### config.mk
export PLATFORM = sky130hd
export DESIGN_NAME = stepper_spi_master_flat
export DESIGN_NICKNAME = d
export VERILOG_FILES = /design/src/rtl/stepper_spi_master_if.sv /design/src/rtl/stepper_spi_master.sv /design/src/flat_wrapper.sv
export SDC_FILE = /design/constraint.sdc
export NUM_CORES = 1
export LEC_CHECK = 0
export BUFFER_PORTS_ARGS = -buffer_cell sky130_fd_sc_hd__buf_4
export CAP_MARGIN = 25
export CELL_PAD_IN_SITES_DETAIL_PLACEMENT = 1
export CELL_PAD_IN_SITES_GLOBAL_PLACEMENT = 2
export CORE_UTILIZATION = 30
export CTS_CLUSTER_SIZE = 25
export DETAILED_ROUTE_END_ITERATION = 7
export PLACE_DENSITY = 0.8
export RECOVER_POWER = 50
export SLEW_MARGIN = 20
export SYNTH_ARGS = -nofsm -noshare
export SYNTH_HDL_FRONTEND = slang
export SYNTH_SLANG_ARGS = --single-unit
### constraint.sdc
create_clock -name clk -period 2 [get_ports clk]
set_input_delay 0.2 -clock clk [delete_from_list [all_inputs] [get_ports clk]]
set_output_delay 0.2 -clock clk [all_outputs]
set_load 0.01 [all_outputs]
### src/rtl/stepper_spi_master_if.sv
// Command/response and SPI pin bundle for stepper_spi_master.
//   master modport: the SPI host (takes commands, drives SCLK/MOSI/CS_N, returns responses)
//   slave modport : the requester plus the SPI target (issues commands, drives MISO)
// Signals:
//   cmd_valid/cmd_ready     command handshake, accepted when both are high
//   cmd_rw/addr/wdata       command payload (rw=1 is a write)
//   rsp_valid/rsp_rdata     one-cycle completion pulse and the 32 captured MISO bits
//   busy                    transaction in progress
//   spi_sclk/mosi/miso/cs_n SPI mode 0 pins
interface stepper_spi_master_if;
    logic        cmd_valid;
    logic        cmd_ready;
    logic        cmd_rw;
    logic [6:0]  cmd_addr;
    logic [31:0] cmd_wdata;
    logic        rsp_valid;
    logic [31:0] rsp_rdata;
    logic        busy;
    logic        spi_sclk;
    logic        spi_mosi;
    logic        spi_miso;
    logic        spi_cs_n;

    modport master (
        input  cmd_valid, cmd_rw, cmd_addr, cmd_wdata, spi_miso,
        output cmd_ready, rsp_valid, rsp_rdata, busy, spi_sclk, spi_mosi, spi_cs_n
    );

    modport slave (
        output cmd_valid, cmd_rw, cmd_addr, cmd_wdata, spi_miso,
        input  cmd_ready, rsp_valid, rsp_rdata, busy, spi_sclk, spi_mosi, spi_cs_n
    );
endinterface

### src/rtl/stepper_spi_master.sv
// SPI mode 0 host for the stepper driver register file. One 40-bit transaction per
// command: address byte {rw, addr[6:0]} then 32 data bits, MSB first. The last 32 bits
// sampled on MISO are returned with a single-cycle rsp_valid pulse.
// Parameters:
//   CLK_DIV  clk cycles per SCLK half-period (2..255)
//   CS_GAP   minimum clk cycles CS_N stays high between transactions (>= 1)
// Ports:
//   clk, rst  system clock; synchronous active-high reset
//   bus       stepper_spi_master_if.master (command, response and SPI pins)
module stepper_spi_master #(
    parameter int unsigned CLK_DIV = 4,
    parameter int unsigned CS_GAP  = 4
) (
    input logic                  clk,
    input logic                  rst,
    stepper_spi_master_if.master bus
);

    if (CLK_DIV < 2 || CLK_DIV > 255) begin : g_clk_div_check
        $error("stepper_spi_master: CLK_DIV must be within 2..255");
    end
    if (CS_GAP < 1) begin : g_cs_gap_check
        $error("stepper_spi_master: CS_GAP must be at least 1");
    end

    localparam int unsigned GapW    = (CS_GAP > 1) ? $clog2(CS_GAP) : 1;
    localparam logic [7:0]  DivLast = 8'(CLK_DIV - 1);
    localparam logic [GapW-1:0] GapLast = GapW'(CS_GAP - 1);

    typedef enum logic [2:0] {
        StIdle,
        StSetup,
        StShift,
        StHold,
        StGap
    } state_e;

    state_e          state_q, state_d;
    logic [7:0]      cnt_q, cnt_d;         // cycles within SETUP / HOLD / one SCLK phase
    logic [GapW-1:0] gap_q, gap_d;
    logic [5:0]      bit_q, bit_d;         // 0..39, never wraps
    logic            low_q, low_d;         // SHIFT: 0 = SCLK high phase, 1 = low phase
    logic [39:0]     shreg_q, shreg_d;
    logic [31:0]     rx_q, rx_d;
    logic [31:0]     rdata_q, rdata_d;
    logic            rsp_valid_q, rsp_valid_d;
    logic            cs_n_q, cs_n_d;
    logic            sclk_q, sclk_d;
    logic            mosi_q, mosi_d;
    logic            miso_meta_q, miso_sync_q;
    logic            active_d;

    always_ff @(posedge clk) begin
        if (rst) begin
            state_q     <= StIdle;
            cnt_q       <= '0;
            gap_q       <= '0;
            bit_q       <= '0;
            low_q       <= 1'b0;
            shreg_q     <= '0;
            rx_q        <= '0;
            rdata_q     <= '0;
            rsp_valid_q <= 1'b0;
            cs_n_q      <= 1'b1;
            sclk_q      <= 1'b0;
            mosi_q      <= 1'b0;
            miso_meta_q <= 1'b0;
            miso_sync_q <= 1'b0;
        end else begin
            state_q     <= state_d;
            cnt_q       <= cnt_d;
            gap_q       <= gap_d;
            bit_q       <= bit_d;
            low_q       <= low_d;
            shreg_q     <= shreg_d;
            rx_q        <= rx_d;
            rdata_q     <= rdata_d;
            rsp_valid_q <= rsp_valid_d;
            cs_n_q      <= cs_n_d;
            sclk_q      <= sclk_d;
            mosi_q      <= mosi_d;
            miso_meta_q <= bus.spi_miso;
            miso_sync_q <= miso_meta_q;
        end
    end

    always_comb begin
        state_d     = state_q;
        cnt_d       = cnt_q;
        gap_d       = gap_q;
        bit_d       = bit_q;
        low_d       = low_q;
        shreg_d     = shreg_q;
        rx_d        = rx_q;
        rdata_d     = rdata_q;
        rsp_valid_d = 1'b0;

        unique case (state_q)
            StIdle: begin
                if (bus.cmd_valid) begin
                    state_d = StSetup;
                    cnt_d   = '0;
                    bit_d   = '0;
                    low_d   = 1'b0;
                    shreg_d = {bus.cmd_rw, bus.cmd_addr, bus.cmd_wdata};
                end
            end
            StSetup: begin
                if (cnt_q == DivLast) begin
                    state_d = StShift;
                    cnt_d   = '0;
                    low_d   = 1'b0;
                end else begin
                    cnt_d = cnt_q + 8'd1;
                end
            end
            StShift: begin
                if (cnt_q == DivLast) begin
                    cnt_d = '0;
                    if (!low_q) begin
                        // End of high phase: sample MISO, and advance MOSI with the falling SCLK.
                        rx_d    = {rx_q[30:0], miso_sync_q};
                        shreg_d = {shreg_q[38:0], 1'b0};
                        low_d   = 1'b1;
                    end else if (bit_q == 6'd39) begin
                        state_d = StHold;
                    end else begin
                        bit_d = bit_q + 6'd1;
                        low_d = 1'b0;
                    end
                end else begin
                    cnt_d = cnt_q + 8'd1;
                end
            end
            StHold: begin
                if (cnt_q == DivLast) begin
                    state_d     = StGap;
                    gap_d       = '0;
                    rsp_valid_d = 1'b1;
                    rdata_d     = rx_q;
                end else begin
                    cnt_d = cnt_q + 8'd1;
                end
            end
            StGap: begin
                if (gap_q == GapLast) begin
                    state_d = StIdle;
                end else begin
                    gap_d = gap_q + 1'b1;
                end
            end
            default: state_d = StIdle;
        endcase

        // Pin values are computed from the next state so the pins themselves are flops.
        active_d = (state_d == StSetup) || (state_d == StShift) || (state_d == StHold);
        cs_n_d   = !active_d;
        sclk_d   = (state_d == StShift) && !low_d;
        mosi_d   = active_d && shreg_d[39];
    end

    // Reset takes effect on the pins in the same cycle it is asserted.
    assign bus.spi_cs_n  = cs_n_q | rst;
    assign bus.spi_sclk  = sclk_q & ~rst;
    assign bus.spi_mosi  = mosi_q & ~rst;
    assign bus.rsp_valid = rsp_valid_q & ~rst;
    assign bus.rsp_rdata = rst ? 32'd0 : rdata_q;
    assign bus.busy      = (state_q != StIdle) & ~rst;
    assign bus.cmd_ready = (state_q == StIdle) & ~rst;

endmodule

### src/flat_wrapper.sv
// flat-port wrapper written by rule: the top's interface ports become plain ports
module stepper_spi_master_flat 
#(
    parameter int unsigned CLK_DIV = 4,
    parameter int unsigned CS_GAP  = 4
)
  (clk, rst, bus_cmd_valid, bus_cmd_rw, bus_cmd_addr, bus_cmd_wdata, bus_spi_miso, bus_cmd_ready, bus_rsp_valid, bus_rsp_rdata, bus_busy, bus_spi_sclk, bus_spi_mosi, bus_spi_cs_n);
  stepper_spi_master_if bus_i ();
  input logic clk;
  input logic rst;
  input wire logic [$bits(bus_i.cmd_valid)-1:0] bus_cmd_valid;
  input wire logic [$bits(bus_i.cmd_rw)-1:0] bus_cmd_rw;
  input wire logic [$bits(bus_i.cmd_addr)-1:0] bus_cmd_addr;
  input wire logic [$bits(bus_i.cmd_wdata)-1:0] bus_cmd_wdata;
  input wire logic [$bits(bus_i.spi_miso)-1:0] bus_spi_miso;
  output wire logic [$bits(bus_i.cmd_ready)-1:0] bus_cmd_ready;
  output wire logic [$bits(bus_i.rsp_valid)-1:0] bus_rsp_valid;
  output wire logic [$bits(bus_i.rsp_rdata)-1:0] bus_rsp_rdata;
  output wire logic [$bits(bus_i.busy)-1:0] bus_busy;
  output wire logic [$bits(bus_i.spi_sclk)-1:0] bus_spi_sclk;
  output wire logic [$bits(bus_i.spi_mosi)-1:0] bus_spi_mosi;
  output wire logic [$bits(bus_i.spi_cs_n)-1:0] bus_spi_cs_n;
  assign bus_i.cmd_valid = bus_cmd_valid;
  assign bus_i.cmd_rw = bus_cmd_rw;
  assign bus_i.cmd_addr = bus_cmd_addr;
  assign bus_i.cmd_wdata = bus_cmd_wdata;
  assign bus_i.spi_miso = bus_spi_miso;
  assign bus_cmd_ready = bus_i.cmd_ready;
  assign bus_rsp_valid = bus_i.rsp_valid;
  assign bus_rsp_rdata = bus_i.rsp_rdata;
  assign bus_busy = bus_i.busy;
  assign bus_spi_sclk = bus_i.spi_sclk;
  assign bus_spi_mosi = bus_i.spi_mosi;
  assign bus_spi_cs_n = bus_i.spi_cs_n;
  stepper_spi_master #(.CLK_DIV(CLK_DIV), .CS_GAP(CS_GAP)) u_core (.clk(clk), .rst(rst), .bus(bus_i));
endmodule
==> results of run 1 <==
-- worst paths after layout --
kind,from,to,slack [ns],cells after the start
setup reg to reg,u_core.cnt_q[0],u_core.rdata_q[1],0.14,8
hold / removal,bus_cmd_wdata[8],u_core.shreg_q[8],0.01,3
setup / recovery,u_core.cnt_q[0],u_core.rdata_q[1],0.14,8
hold reg to reg,u_core.rdata_q[24],u_core.rdata_q[24],0.45,2
-- report_power, final --
group	internal, mW	switching (mW)
Clock	2.37	1.15
Sequential	2.66	0.0465
Combinational	0.170	0.169
Total	5.20	1.36
-- metal layers --
metal  share of wire (%)  routed length, um  GRT usage, %  up-vias
met3                 3.3                426         4.114       23
met5                   0                  0             0        -
met1                  45               5874         18.58     2117
li1                    -                  -             -     2223
met2                  49               6390         25.00       79
met4                 2.4                310         7.535        0
-- registers in the layout (all words and copies together) (netlist names), 2 cells and up --
name and flops:
u_core.shreg_q 40, u_core.rdata_q 32, u_core.rx_q 32, u_core.cnt_q 8
u_core.bit_q 6, u_core.state_q 3, u_core.gap_q 2
-- area by class of cell --
cell class	instances	area (um^2)	share of cell area (%)
Clock buffer	19	442.9	6.535
Multi-Input combinational cell	380	2182	32.19
Timing Repair Buffer	117	875.8	12.92
Clock inverter	13	231.5	3.415
Tap cell	220	275.3	4.061
Sequential cell	130	2609	38.49
Inverter	43	161.4	2.381
-- synth_stat cells (2+ instances only) --
master / instances
clkbuf_1: 23
nor2_1: 22
nor3_1: 3
o21ai_0: 5
buf_2: 16
dfxtp_1: 130
nand2_1: 137
o311ai_0: 2
buf_6: 2
nor2b_1: 38
a21oi_1: 73
and3_1: 2
nand4_1: 5
inv_1: 43
xor2_1: 8
xnor2_1: 2
a222oi_1: 38
ha_1: 3
or2_2: 6
and2_1: 4
or3_1: 4
nand3_1: 4
-- worst register-to-register path, stage by stage, from the launching register on --
cell and delay, ns:
dfxtp_4 0.37, ha_4 0.15, nor3b_4 0.28, buf_4 0.17, and2_1 0.18, and3_1 0.22, buf_12 0.19, nand2_1 0.09
a21oi_1 0.14
-- per-stage QoR --
| step | area [um^2] | hold WS (ns) | instances | util, % |
|---|---|---|---|---|
| 2_1_floorplan | 5101 | 0.3282 | 595 | - |
| 3_3_place_gp | 5979 | 0.4193 | 868 | 36.06 |
| 3_5_place_dp | 5979 | 0.4177 | 868 | 36.06 |
| 4_1_cts | 6869 | 0.00009012 | 920 | 41.42 |
| 5_1_grt | 6778 | 0.004113 | 922 | 40.87 |
| 6_report | 6778 | 0.01211 | 922 | 40.87 |
-- cell families (layout without fill, tap and decap cells) --
group,after synthesis,count (layout),synth area share [%]
compound gates,129,129,17.32
xor+xnor,10,10,1.717
fa+ha+maj,4,4,0.9321
buf+inv,85,192,7.015
flops,130,130,51.02
mux,1,1,0.1962
simple gates,236,236,21.81
-- timing repair --
action / CTS / global route
gates resized for setup: 4 / 7
hold buffers: 19 / 0
setup endpoints to repair: 52 / 87
gates cloned: 0 / 0
buffers inserted: 1 / 2
pin swaps: 0 / 2
endpoints found under the hold margin: 19 / 0
==> flow_summary.ini, run 1 <==
[logic_synthesis]
yosys.area.top_type = dfxtp_1
synth.yosys.seq_area_share_pct = 51.02
ys_ff_latch = 130
synthArstFlopShare_pct = 0
syn-num-nets = 642
yosys-top-cells-area = dfxtp_1 (51%), nand2_1 (10%), a222oi_1 (7.5%)
yosysWarningCount = 0
synth_enable_flop_cells = 0
synth_top_area_share_pct = 51.02
netlist_area_um2 = 5101
synth-main-ff-cell = dfxtp_1
yosysUniqueCellTypes = 47
syn_inst = 595
avgSynthCellArea_um2 = 8.573

[worst_setup_path]
endpoint_kind = flop
critPathLaunchType = flop
slowest_stage = dfxtp_4
crit_chain = ha_4, nor3b_4, buf_4, and2_1, and3_1, buf_12, nand2_1, a21oi_1
critPathTopFamily = simple AND/OR/NAND/NOR gates
critPathBufInv = 2
critPathRequiredTime_ns = 2.34
cp_slowest_stage_delay_ns = 0.37
critPathArrivalTime_ns = 2.20
worst-setup-path-type = reg -> reg
crit_fanout = 32

[timing]
worstMarginPinSlew_ns = 0.5565
hold_viol = 0
finalCriticalPeriod_ns = 1.861
skew_ns = 0.01077
grt_setup_unrepaired = true
fin_setup_tns_ns = 0
maxSlewViolCount = 0
finalCritPeriodShare_pct = 93.06
fmax_ghz = 0.5373
slew-limit-headroom_pct = 62.90
setup-violations-final = 0
setup_slack_ns = 0.1388

[detailed_routing]
drt_iter0_drc = 333
vias = 4442
drt-wirelength-per-cell_um = 14.10
ant_nets = 0
routed_wl_um = 13000
dr.pass1.iters = 7
drc = 0
viasPerCell = 4.818

[power_and_ir_drop]
p_leak_nw = 2.667
power.density_nw_per_um2 = 968.2
p_total_mw = 6.562
ir_worst_vdd_v = 0.0005905

[die]
die_h_um = 132.4
dieArea_um2 = 17530
rows = 47
ioPinCount = 82
initial_utilization_pct = 30.76
core_area_um2 = 16580
fp.dieW_um = 132.4

[job]
drv_cap = 0

[clock_tree]
cts.reportedPaths.clkPinSlew_ns = 0.06
cts_htree_levels = 4
cts_tree = done
clock-root-buffer = clkbuf_16
cts.path.max_buffers = 2
numCtsBuffers = 17
clk_latency_ns = 0.41
clock-sinks = 130

[status]
status = finished, final reports clean

[cells_and_area]
insertedDiodeCount = 0
mostFrequentLayoutCell = nand2_1
area_growth_pct = 32.87
final_nets = 736
nFillCells = 1955
layout_common_cells = nand2_1 (137), dfxtp_1 (127), a21oi_1 (73)
drive_gt1_share_pct = 16.24

[placed_design]
gp_congestion = 0.8261
dp_slack_ns = -0.1140
port_buffers = 81
dp_hpwl_um = 8035

[global_route]
grt_antenna_before_repair = 0
track_usage_pct = 15.31
grt_pass1_vias = 4446
grt_pass1_wl_um = 21490
grt_max_degree = 65
grt.overflow.total = 0

[worst_hold_path]
hp-class = in -> reg
(Power assumes the default switching activity.)
==> run 2: changes to the inputs <==
==> constraint.sdc (replaced) <==
create_clock -name clk -period 1.7 [get_ports clk]
set_input_delay 0.255 -clock clk [delete_from_list [all_inputs] [get_ports clk]]
set_output_delay 0.255 -clock clk [all_outputs]
set_load 0.01 [all_outputs]
==> flow_summary.ini, run 2 (synthesis gave the netlist of run 1 again) <==
[timing]
finalCriticalPeriod_ns = 1.886
finalCritPeriodShare_pct = 110.9
grt_setup_unrepaired = true
slew-limit-headroom_pct = 66.67
hold_viol = 0
worstMarginPinSlew_ns = 0.4962
maxSlewViolCount = 0
setup_slack_ns = -0.1858
setup-violations-final = 122
fmax_ghz = 0.5303
skew_ns = 0.007687
holdWs_ns = 0.05402

[global_route]
grt_pass1_vias = 4839
grt_max_degree = 68
grt_pass1_wl_um = 23490
grt_antenna_before_repair = 0
track_usage_pct = 16.92
grt.overflow.total = 0

[status]
violations = design-rule violations, negative setup slack
status = complete, but fails checks

[worst_hold_path]
hp-class = in -> reg

[job]
drv_cap = 0

[worst_setup_path]
critPathLaunchType = flop
crit_top_cell = buf_4
critPathBufInv = 4
critPathTopFamily = buffers and inverters
ff2ff_setup_slack_ns = -0.19
critPathRequiredTime_ns = 2.00
crit_fanout = 8
worst-setup-path-type = reg -> reg
cp_slowest_stage_delay_ns = 0.35
endpoint_kind = flop
critPathArrivalTime_ns = 2.18
slowest_stage = dfxtp_2
crit_chain = ha_4, nor3b_4, buf_4, nand4_1, buf_4, buf_8, clkbuf_16, nand2_2, a21oi_2

[clock_tree]
clk_latency_ns = 0.42
cts.path.max_buffers = 2
cts.reportedPaths.clkPinSlew_ns = 0.06
numCtsBuffers = 17
cts_tree = done
clock-sinks = 130
cts_htree_levels = 4
clock-root-buffer = clkbuf_16

[detailed_routing]
drt_iter0_drc = 367
routed_wl_um = 17610
ant_nets = 0
dr.pass1.iters = 8
drc = 3
vias = 4852
drt-wirelength-per-cell_um = 18.40
viasPerCell = 5.070

[die]
die_h_um = 132.4
initial_utilization_pct = 30.76
fp.dieW_um = 132.4
core_area_um2 = 16580
rows = 47
dieArea_um2 = 17530
ioPinCount = 82

[placed_design]
port_buffers = 81
gp_congestion = 0.7953
dp.cells = 890
place_area_um2 = 6178
dp_hpwl_um = 8737

[cells_and_area]
mostFrequentLayoutCell = dfxtp_1
final_nets = 771
top_regs = u_core.shreg_q (40), u_core.rdata_q (32), u_core.rx_q (32)
largest_reg_flops = 40
fin_area_um2 = 8127
layout.cells.non_filler = 957
insertedDiodeCount = 0
area_growth_pct = 59.31
layout_common_cells = dfxtp_1 (123), buf_4 (104), nand2_1 (64), a21oi_2 (64), nand2_4 (53)
drive_gt1_share_pct = 46.27
top_register = u_core.shreg_q
nFillCells = 1839

[power_and_ir_drop]
power.density_nw_per_um2 = 913.8
ir_worst_vdd_v = 0.0006441
p_leak_nw = 3.603
==> run 2: cell types whose count changed in the layout (fill, tap and decap cells not counted), moves of 8 or more <==
cell	delta
clkbuf_16	+9
nand2_2	+21
buf_4	+49
dlygate4sd3_1	-19
nand2_1	-73
a21oi_1	-64
nand2_4	+52
clkbuf_1	-14
buf_6	+8
a21oi_2	+64
==> run 2: final timing paths <==
kind,start,to,cells past startpoint
max,u_core.cnt_q[0],u_core.rx_q[16],9
min,bus_cmd_wdata[1],u_core.shreg_q[1],3
max reg2reg,u_core.cnt_q[0],u_core.rx_q[16],9
min reg2reg,u_core.miso_meta_q,u_core.miso_sync_q,1
==> run 2: routing by layer <==
metal  vias up  part of all wire (%)  global-route usage, %
met1      2398                    43                  19.77
li1       2315                     -                      -
met2       102                    51                  29.15
met4         0                   2.6                  8.621
met3        37                   3.4                  3.576
met5         -                     0                      0
==> run 2: repair_timing <==
item / in CTS / in global routing
buffers inserted: 9 / 11
hold buffers: 0 / 0
gates resized for setup: 30 / 216
pin swaps: 13 / 129
gates cloned: 2 / 13
endpoints found under the setup margin: 92 / 124
==> run 2: worst min-delay path: cells and delay by family <==
| family | cells | cell delay [ns] |
|---|---|---|
| AO/OA/AOI/OAI | 1 | 0.07 |
| buffers and inverters | 2 | 0.13 |
==> run 2: metrics by stage <==
stage	setup TNS (ns)	setup slack (ns)	utilization (%)	total power, mW
2_1_floorplan	-1.674	-0.09456	-	3.441
3_3_place_gp	-0.8399	-0.09459	37.26	3.617
3_5_place_dp	-7.819	-0.1585	37.26	3.644
4_1_cts	-7.356	-0.1296	42.57	7.454
5_1_grt	-24.46	-0.3143	49.00	7.677
6_report	-13.18	-0.1858	49.00	7.426
==> run 2: area by class of cell <==
cell class	instances	area, um^2	area share [%]
repair buffers	152	1441	17.74
well taps	220	275.3	3.387
clock buffers	23	478.0	5.881
inverters	43	161.4	1.986
flip-flops and latches	130	2619	32.22
clock inverters	9	128.9	1.586
multi-input cells	380	3023	37.20
==> run 2: power by group <==
group	total, mW	switching [mW]	internal, mW	leakage, nW
combinational	0.469	0.246	0.223	2.25
sequential	3.18	0.0515	3.12	1.06
clock	3.78	1.36	2.42	0.293
total	7.43	1.66	5.76	3.60
